`src/rtl/register_file_pkg.sv`:
```
// Shared constants and state type for the 32-entry register file.
package register_file_pkg;

  localparam int NUM_REGS = 32;
  localparam int ADDR_W   = 5;

  typedef enum logic {
    S_IDLE,
    S_CLEAR
  } clear_state_t;

endpackage

```
`src/rtl/register_file_32_mux32.sv`:
```
// 32:1 read-select mux over a flattened bank of W-bit words.
module mux32 #(
  parameter int W = 32
) (
  input  logic [32*W-1:0] data_i,
  input  logic [4:0]      sel_i,
  output logic [W-1:0]    data_o
);

  // Pick word sel_i out of the flattened bank.
  always_comb begin
    data_o = data_i[sel_i*W +: W];
  end

endmodule

```
`src/rtl/register_file_32.sv`:
```
// 32-entry register file: one synchronous write port, two combinational read
// ports, optional write-to-read bypass, hardwired-zero entry 0 and a bulk-clear
// engine that zeroes one entry per cycle over 32 cycles.
module register_file_32
  import register_file_pkg::*;
#(
  parameter int N        = 32,
  parameter bit ZERO_REG = 1'b1,
  parameter bit BYPASS   = 1'b1
) (
  input  logic                clk,
  input  logic                rst_n,
  input  logic                wr_ena,
  input  logic [ADDR_W-1:0]   wr_addr,
  input  logic [N-1:0]        wr_data,
  output logic                wr_ready,
  input  logic [ADDR_W-1:0]   rd_addr0,
  output logic [N-1:0]        rd_data0,
  input  logic [ADDR_W-1:0]   rd_addr1,
  output logic [N-1:0]        rd_data1,
  input  logic                clr_req,
  output logic                busy
);

  clear_state_t          state_q, state_d;
  logic [ADDR_W-1:0]     cnt_q, cnt_d;
  logic [N-1:0]          regs_q [NUM_REGS];
  logic [NUM_REGS*N-1:0] regs_flat;
  logic [N-1:0]          mux_data0, mux_data1;
  logic                  clearing;
  logic                  wr_accept;

  assign clearing  = (state_q == S_CLEAR);
  // Writes to entry 0 are discarded when it is hardwired to zero, so the
  // bypass path can never forward a value into a read of entry 0.
  assign wr_accept = wr_ena && !clearing && !(ZERO_REG && (wr_addr == '0));

  // Clear-engine state and entry counter.
  always_ff @(posedge clk or negedge rst_n) begin
    if (!rst_n) begin
      state_q <= S_IDLE;
      cnt_q   <= '0;
    end else begin
      state_q <= state_d;
      cnt_q   <= cnt_d;
    end
  end

  // Clear-engine next state: clr_req is only honoured from idle.
  always_comb begin
    state_d = state_q;
    cnt_d   = '0;
    case (state_q)
      S_IDLE: begin
        if (clr_req) state_d = S_CLEAR;
      end
      S_CLEAR: begin
        cnt_d = cnt_q + 5'd1;
        if (cnt_q == 5'd31) state_d = S_IDLE;
      end
      default: state_d = S_IDLE;
    endcase
  end

  // Clear-engine outputs.
  always_comb begin
    busy     = clearing;
    wr_ready = !clearing;
  end

  // Storage: clearing and accepted writes are mutually exclusive by construction.
  always_ff @(posedge clk or negedge rst_n) begin
    if (!rst_n) begin
      for (int i = 0; i < NUM_REGS; i++) regs_q[i] <= '0;
    end else if (clearing) begin
      regs_q[cnt_q] <= '0;
    end else if (wr_accept) begin
      regs_q[wr_addr] <= wr_data;
    end
  end

  // Flatten the array into the mux input bus.
  always_comb begin
    regs_flat = '0;
    for (int i = 0; i < NUM_REGS; i++) regs_flat[i*N +: N] = regs_q[i];
  end

  mux32 #(.W(N)) u_mux_rd0 (
    .data_i (regs_flat),
    .sel_i  (rd_addr0),
    .data_o (mux_data0)
  );

  mux32 #(.W(N)) u_mux_rd1 (
    .data_i (regs_flat),
    .sel_i  (rd_addr1),
    .data_o (mux_data1)
  );

  // Post-mux overrides: same-cycle write forwarding, then hardwired zero.
  always_comb begin
    rd_data0 = mux_data0;
    rd_data1 = mux_data1;
    if (BYPASS && wr_accept && (wr_addr == rd_addr0)) rd_data0 = wr_data;
    else if (ZERO_REG && (rd_addr0 == '0))           rd_data0 = '0;
    if (BYPASS && wr_accept && (wr_addr == rd_addr1)) rd_data1 = wr_data;
    else if (ZERO_REG && (rd_addr1 == '0))           rd_data1 = '0;
  end

endmodule

```
`config.mk`:
```
export PLATFORM = sky130hd
export DESIGN_NAME = register_file_32
export DESIGN_NICKNAME = d
export VERILOG_FILES = /design/src/rtl/register_file_pkg.sv /design/src/rtl/register_file_32_mux32.sv /design/src/rtl/register_file_32.sv
export SDC_FILE = /design/constraint.sdc
export NUM_CORES = 2
export LEC_CHECK = 0
export BUFFER_PORTS_ARGS = -buffer_cell sky130_fd_sc_hd__buf_2
export CAP_MARGIN = 40
export CORE_MARGIN = 2
export CORE_UTILIZATION = 56
export CTS_CLUSTER_SIZE = 10
export DETAILED_ROUTE_END_ITERATION = 7
export GPL_ROUTABILITY_DRIVEN = 0
export PLACE_DENSITY_LB_ADDON = 0.2
export SLEW_MARGIN = 30
export SYNTH_ARGS = -nofsm -noshare
export SYNTH_HDL_FRONTEND = slang
export SYNTH_SLANG_ARGS = --single-unit
```
`constraint.sdc`:
```
create_clock -name clk -period 4.6 [get_ports clk]
set_input_delay 0.46 -clock clk [delete_from_list [all_inputs] [get_ports clk]]
set_output_delay 0.46 -clock clk [all_outputs]
set_load 0.03 [all_outputs]
```
==> summary.log <==
qor: cells_and_area.synthToLayoutAreaGrowth 10.65%
qor: sta.finalWorstPathRequiredPeriod 4050 ps
qor: clock_network.clockBufferDepth 3
qor: setup_path.start_kind flip-flop
qor: logic_synthesis.synth_nets 3942
qor: power_and_ir_drop.p_leak 26.31 nW
qor: setup_path.r2r_end regs_flat[960]$_DFFE_PN0P_
qor: floorplan.pin_count 117
qor: setup_path.rr_startpoint cnt_q[3]$_DFF_PN0_
qor: sta.relSlewSlack 29.78%
qor: clock_network.cts_resized 0
qor: placement.place_worst_setup_slack 838.5 ps
qor: min_path.min_path_cells 3
qor: clock_network.cts_root_buf sky130_fd_sc_hd__clkbuf_16
qor: setup_path.timing.critical_path.buf_inv 4
qor: logic_synthesis.mappedNetlistArea 53280 µm²
qor: setup_path.critical-path-top-delay-family compound AO/OA/AOI/OAI gates
qor: sta.grt_setup_unrepaired false
qor: clock_network.clock_tree_from_tritoncts yes
qor: sta.setup_tns 0 ps
qor: route.detailedRoute.firstPassIterationCount 6
qor: cells_and_area.post-route-util 62.33%
qor: setup_path.critical_path.most_common_cell sky130_fd_sc_hd__o31ai_4
qor: sta.report.final.slew_viol_count 0
qor: sta.layout_worst_path_cycle_share 88.05%
qor: cells_and_area.nNetsFinal 3846
qor: clock_network.clkSlewWorstSetupHoldPaths 70 ps
qor: route.routed_wl 199.8 mm
qor: power_and_ir_drop.power.share.sequential 45.1%
qor: logic_synthesis.ys_types 50
qor: logic_synthesis.most_common_cell_in_the_netlist sky130_fd_sc_hd__dfrtp_1
qor: sta.whs 391.3 ps
qor: power_and_ir_drop.power_per_cell_area 367.7 nW/µm²
qor: global_route.grt_pass1_wl 292.0 mm
qor: clock_network.holdBufCountCts 2
qor: cells_and_area.fillerInstances 6989
qor: setup_path.worst_path_fanout_max 19
qor: logic_synthesis.gate_count_after_technology_mapping 3886
qor: floorplan.core_region_area 94590 µm²
qor: logic_synthesis.post_synth_main_area_contributors sky130_fd_sc_hd__dfrtp_1 (48%), sky130_fd_sc_hd__mux4_2 (19%), sky130_fd_sc_hd__a22o_1 (17%)
qor: clock_network.cts.sinks 1030
qor: power_and_ir_drop.share_of_power_burned_in_the_clock_network 37.7%
qor: sta.timing.final.hold_violations 0
qor: run_status.status finished, final reports clean
qor: clock_network.postCtsSetupRepairBufs 0
qor: placement.numPlacedInstances 4934
qor: placement.buffer_ports.inserted 116
qor: logic_synthesis.postSynthRegisterBits 1030
qor: logic_synthesis.synth_async_sr_flop_share 100.0%
qor: job.maxCapViolCount 0
qor: cells_and_area.multi_input_area 25840 µm²
qor: power_and_ir_drop.ir_worst_vdd 0.5644 mV
qor: setup_path.timing.critical_path.to_type output pin
qor: global_route.grt_overflow_total 0
qor: logic_synthesis.synth-seq-area-share 48.38%
qor: setup_path.worstPathCellList nor2b_1, buf_4, o31ai_4, o31ai_4, buf_6, buf_12, o41ai_1, buf_2
qor: min_path.min_from wr_data[17]
qor: logic_synthesis.avgSynthCellArea 13.71 µm²
qor: floorplan.initial_utilization 56.32%
qor: logic_synthesis.synth_area_leader sky130_fd_sc_hd__dfrtp_1
qor: floorplan.placement_rows 113
qor: placement.dp_hpwl 115.7 mm
qor: logic_synthesis.yosysWarnings 0
qor: sta.post-route-worst-setup-slack 549.7 ps
qor: setup_path.crit_path_max_incr_delay 960 ps
qor: power_and_ir_drop.p_sw_share 29.84%
qor: setup_path.crit_type reg -> out
qor: sta.finalSetupViolations 0
qor: sta.worst_pin_slew 1040 ps
qor: logic_synthesis.ys_top_cells_by_count sky130_fd_sc_hd__dfrtp_1 (1030), sky130_fd_sc_hd__a22o_1 (1012), sky130_fd_sc_hd__mux4_2 (439)
qor: logic_synthesis.netlist.area_leader.share 48.38%
qor: logic_synthesis.dominantRegCellSynth sky130_fd_sc_hd__dfrtp_1
qor: cells_and_area.layoutNonFillerInstCount 5085
qor: route.drt_iter0_markers 6828
qor: route.num_vias 41960
qor: min_path.min_to regs_flat[817]$_DFFE_PN0P_
qor: cells_and_area.proportion_of_layout_cells_with_a_drive_suffix_above_1 25.96%
qor: setup_path.worst_r2r_path_depth 5
qor: setup_path.ff2ff_setup_slack 1750 ps
qor: power_and_ir_drop.combinationalPowerShare 17.1%
qor: route.drcViolationCount 0
qor: clock_network.clk_latency 710 ps
qor: clock_network.htree_num_levels 3
qor: global_route.vias_in_the_first_global_route 42030
qor: min_path.min_path_type in -> reg
qor: global_route.all_layer_global_routing_usage 40.92%
qor: route.routed_wire_length_per_instance 39.29 µm
qor: cells_and_area.layout.area.seq 25770 µm²
qor: setup_path.critical_path_arrival 3590 ps
qor: floorplan.floorplan.die_area 97620 µm²
qor: clock_network.number_of_buffers_inserted_during_clock_tree_synthesis 115
qor: setup_path.crit_slowest_cell sky130_fd_sc_hd__o41ai_1
qor: setup_path.cp_data_required_time 4140 ps
qor: logic_synthesis.synth-edff-count 0
qor: route.drt-vias-per-instance 8.252
qor: route.drt.antenna.violating_nets 0
qor: global_route.antenna_found_initial 10
qor: floorplan.die_height 312.4 µm
qor: power_and_ir_drop.power.internal 15.21 mW
qor: sta.fin_worst_skew 22.87 ps
qor: sta.fmaxAchievable 0.2469 GHz
qor: global_route.largest_net_degree_at_the_start_of_global_routing 112
qor: power_and_ir_drop.switch_pwr 6.467 mW
qor: floorplan.die_w 312.4 µm
power by group through the flow:
| stage | sequential, mW | clock, mW | combinational (mW) |
|---|---|---|---|
| finish | 9.78 | 8.18 | 3.71 |
| floorplan | 9.81 | 0 | 2.04 |
| global placement | 9.89 | 0 | 3.52 |
| detailed placement | 9.90 | 0 | 3.58 |
| CTS | 9.76 | 8.19 | 3.58 |
| global route | 9.81 | 8.57 | 3.81 |
tightest hold or removal path, cell delays in order:
cell                     delay [ps]
sky130_fd_sc_hd__buf_2          100
sky130_fd_sc_hd__buf_4          240
sky130_fd_sc_hd__a22o_1         250
worst max-delay path by stage:
stage	to	slack [ps]	start	depth (start not counted)
floorplan	rd_data1[14]	1480	rd_addr1[0]	8
global placement	rd_data1[6]	550	rd_addr1[3]	8
detailed placement	rd_data1[25]	840	rd_addr1[2]	9
CTS	rd_data1[25]	840	rd_addr1[2]	9
global route	rd_data1[24]	690	busy$_DFF_PN0_	8
finish	rd_data1[24]	550	busy$_DFF_PN0_	8
area by class of cell:
class,instances,area share (%)
tap,1265,2.685
clock inverter,7,0.1167
multi-input combinational,2326,43.83
sequential,1030,43.72
antenna,3,0.01273
timing repair buffer,311,4.489
inverter,6,0.03820
clock buffer,137,5.107
cells in the final DEF (no fill, tap or decap), types with 29 or more instances in the layout:
cell type,Yosys,layout
sky130_fd_sc_hd__a21oi_1,81,50
sky130_fd_sc_hd__a21oi_4,0,31
sky130_fd_sc_hd__a221oi_1,57,57
sky130_fd_sc_hd__a22o_1,1012,1012
sky130_fd_sc_hd__a32o_1,31,31
sky130_fd_sc_hd__and2_1,41,41
sky130_fd_sc_hd__buf_12,0,38
sky130_fd_sc_hd__buf_2,97,108
sky130_fd_sc_hd__buf_4,20,151
sky130_fd_sc_hd__clkbuf_16,0,115
sky130_fd_sc_hd__dfrtp_1,1030,1030
sky130_fd_sc_hd__mux2_2,39,39
sky130_fd_sc_hd__mux2i_1,158,158
sky130_fd_sc_hd__mux4_2,439,439
sky130_fd_sc_hd__nand2_1,53,52
sky130_fd_sc_hd__nor2_1,83,59
sky130_fd_sc_hd__nor2b_1,32,29
sky130_fd_sc_hd__o22ai_1,109,109
flip-flops by register name (all words and copies together) (netlist names):
register and flops:
cnt_q 5, regs_flat 1024, busy 1
cells by family after synthesis:
| family | Yosys count | synth area share, % |
|---|---|---|
| flops | 1030 | 48.38 |
| mux | 648 | 22.94 |
| compound gates | 1382 | 21.42 |
| buf+inv | 530 | 4.286 |
| fa+ha+maj | 5 | 0.1174 |
| simple gates | 279 | 2.654 |
| xor+xnor | 12 | 0.1973 |
metrics by stage:
stage	power, mW	instance area [µm²]
after global routing	22.19	58950
final	21.67	58950
after global placement	13.42	55680
after detailed placement	13.48	55820
after CTS	21.53	58920
after floorplan	11.85	53280
metal layers:
metal  global-route usage (%)  vias to the layer above  part of all wire [%]
met5                    1.064                        -                 0.092
met4                    21.41                       12                   6.4
met3                    15.10                      820                    15
met2                    57.28                     3845                    43
met1                    56.07                    21780                    36
li1                         -                    15500                     -
No activity file was read; power rests on OpenSTA's default activity.
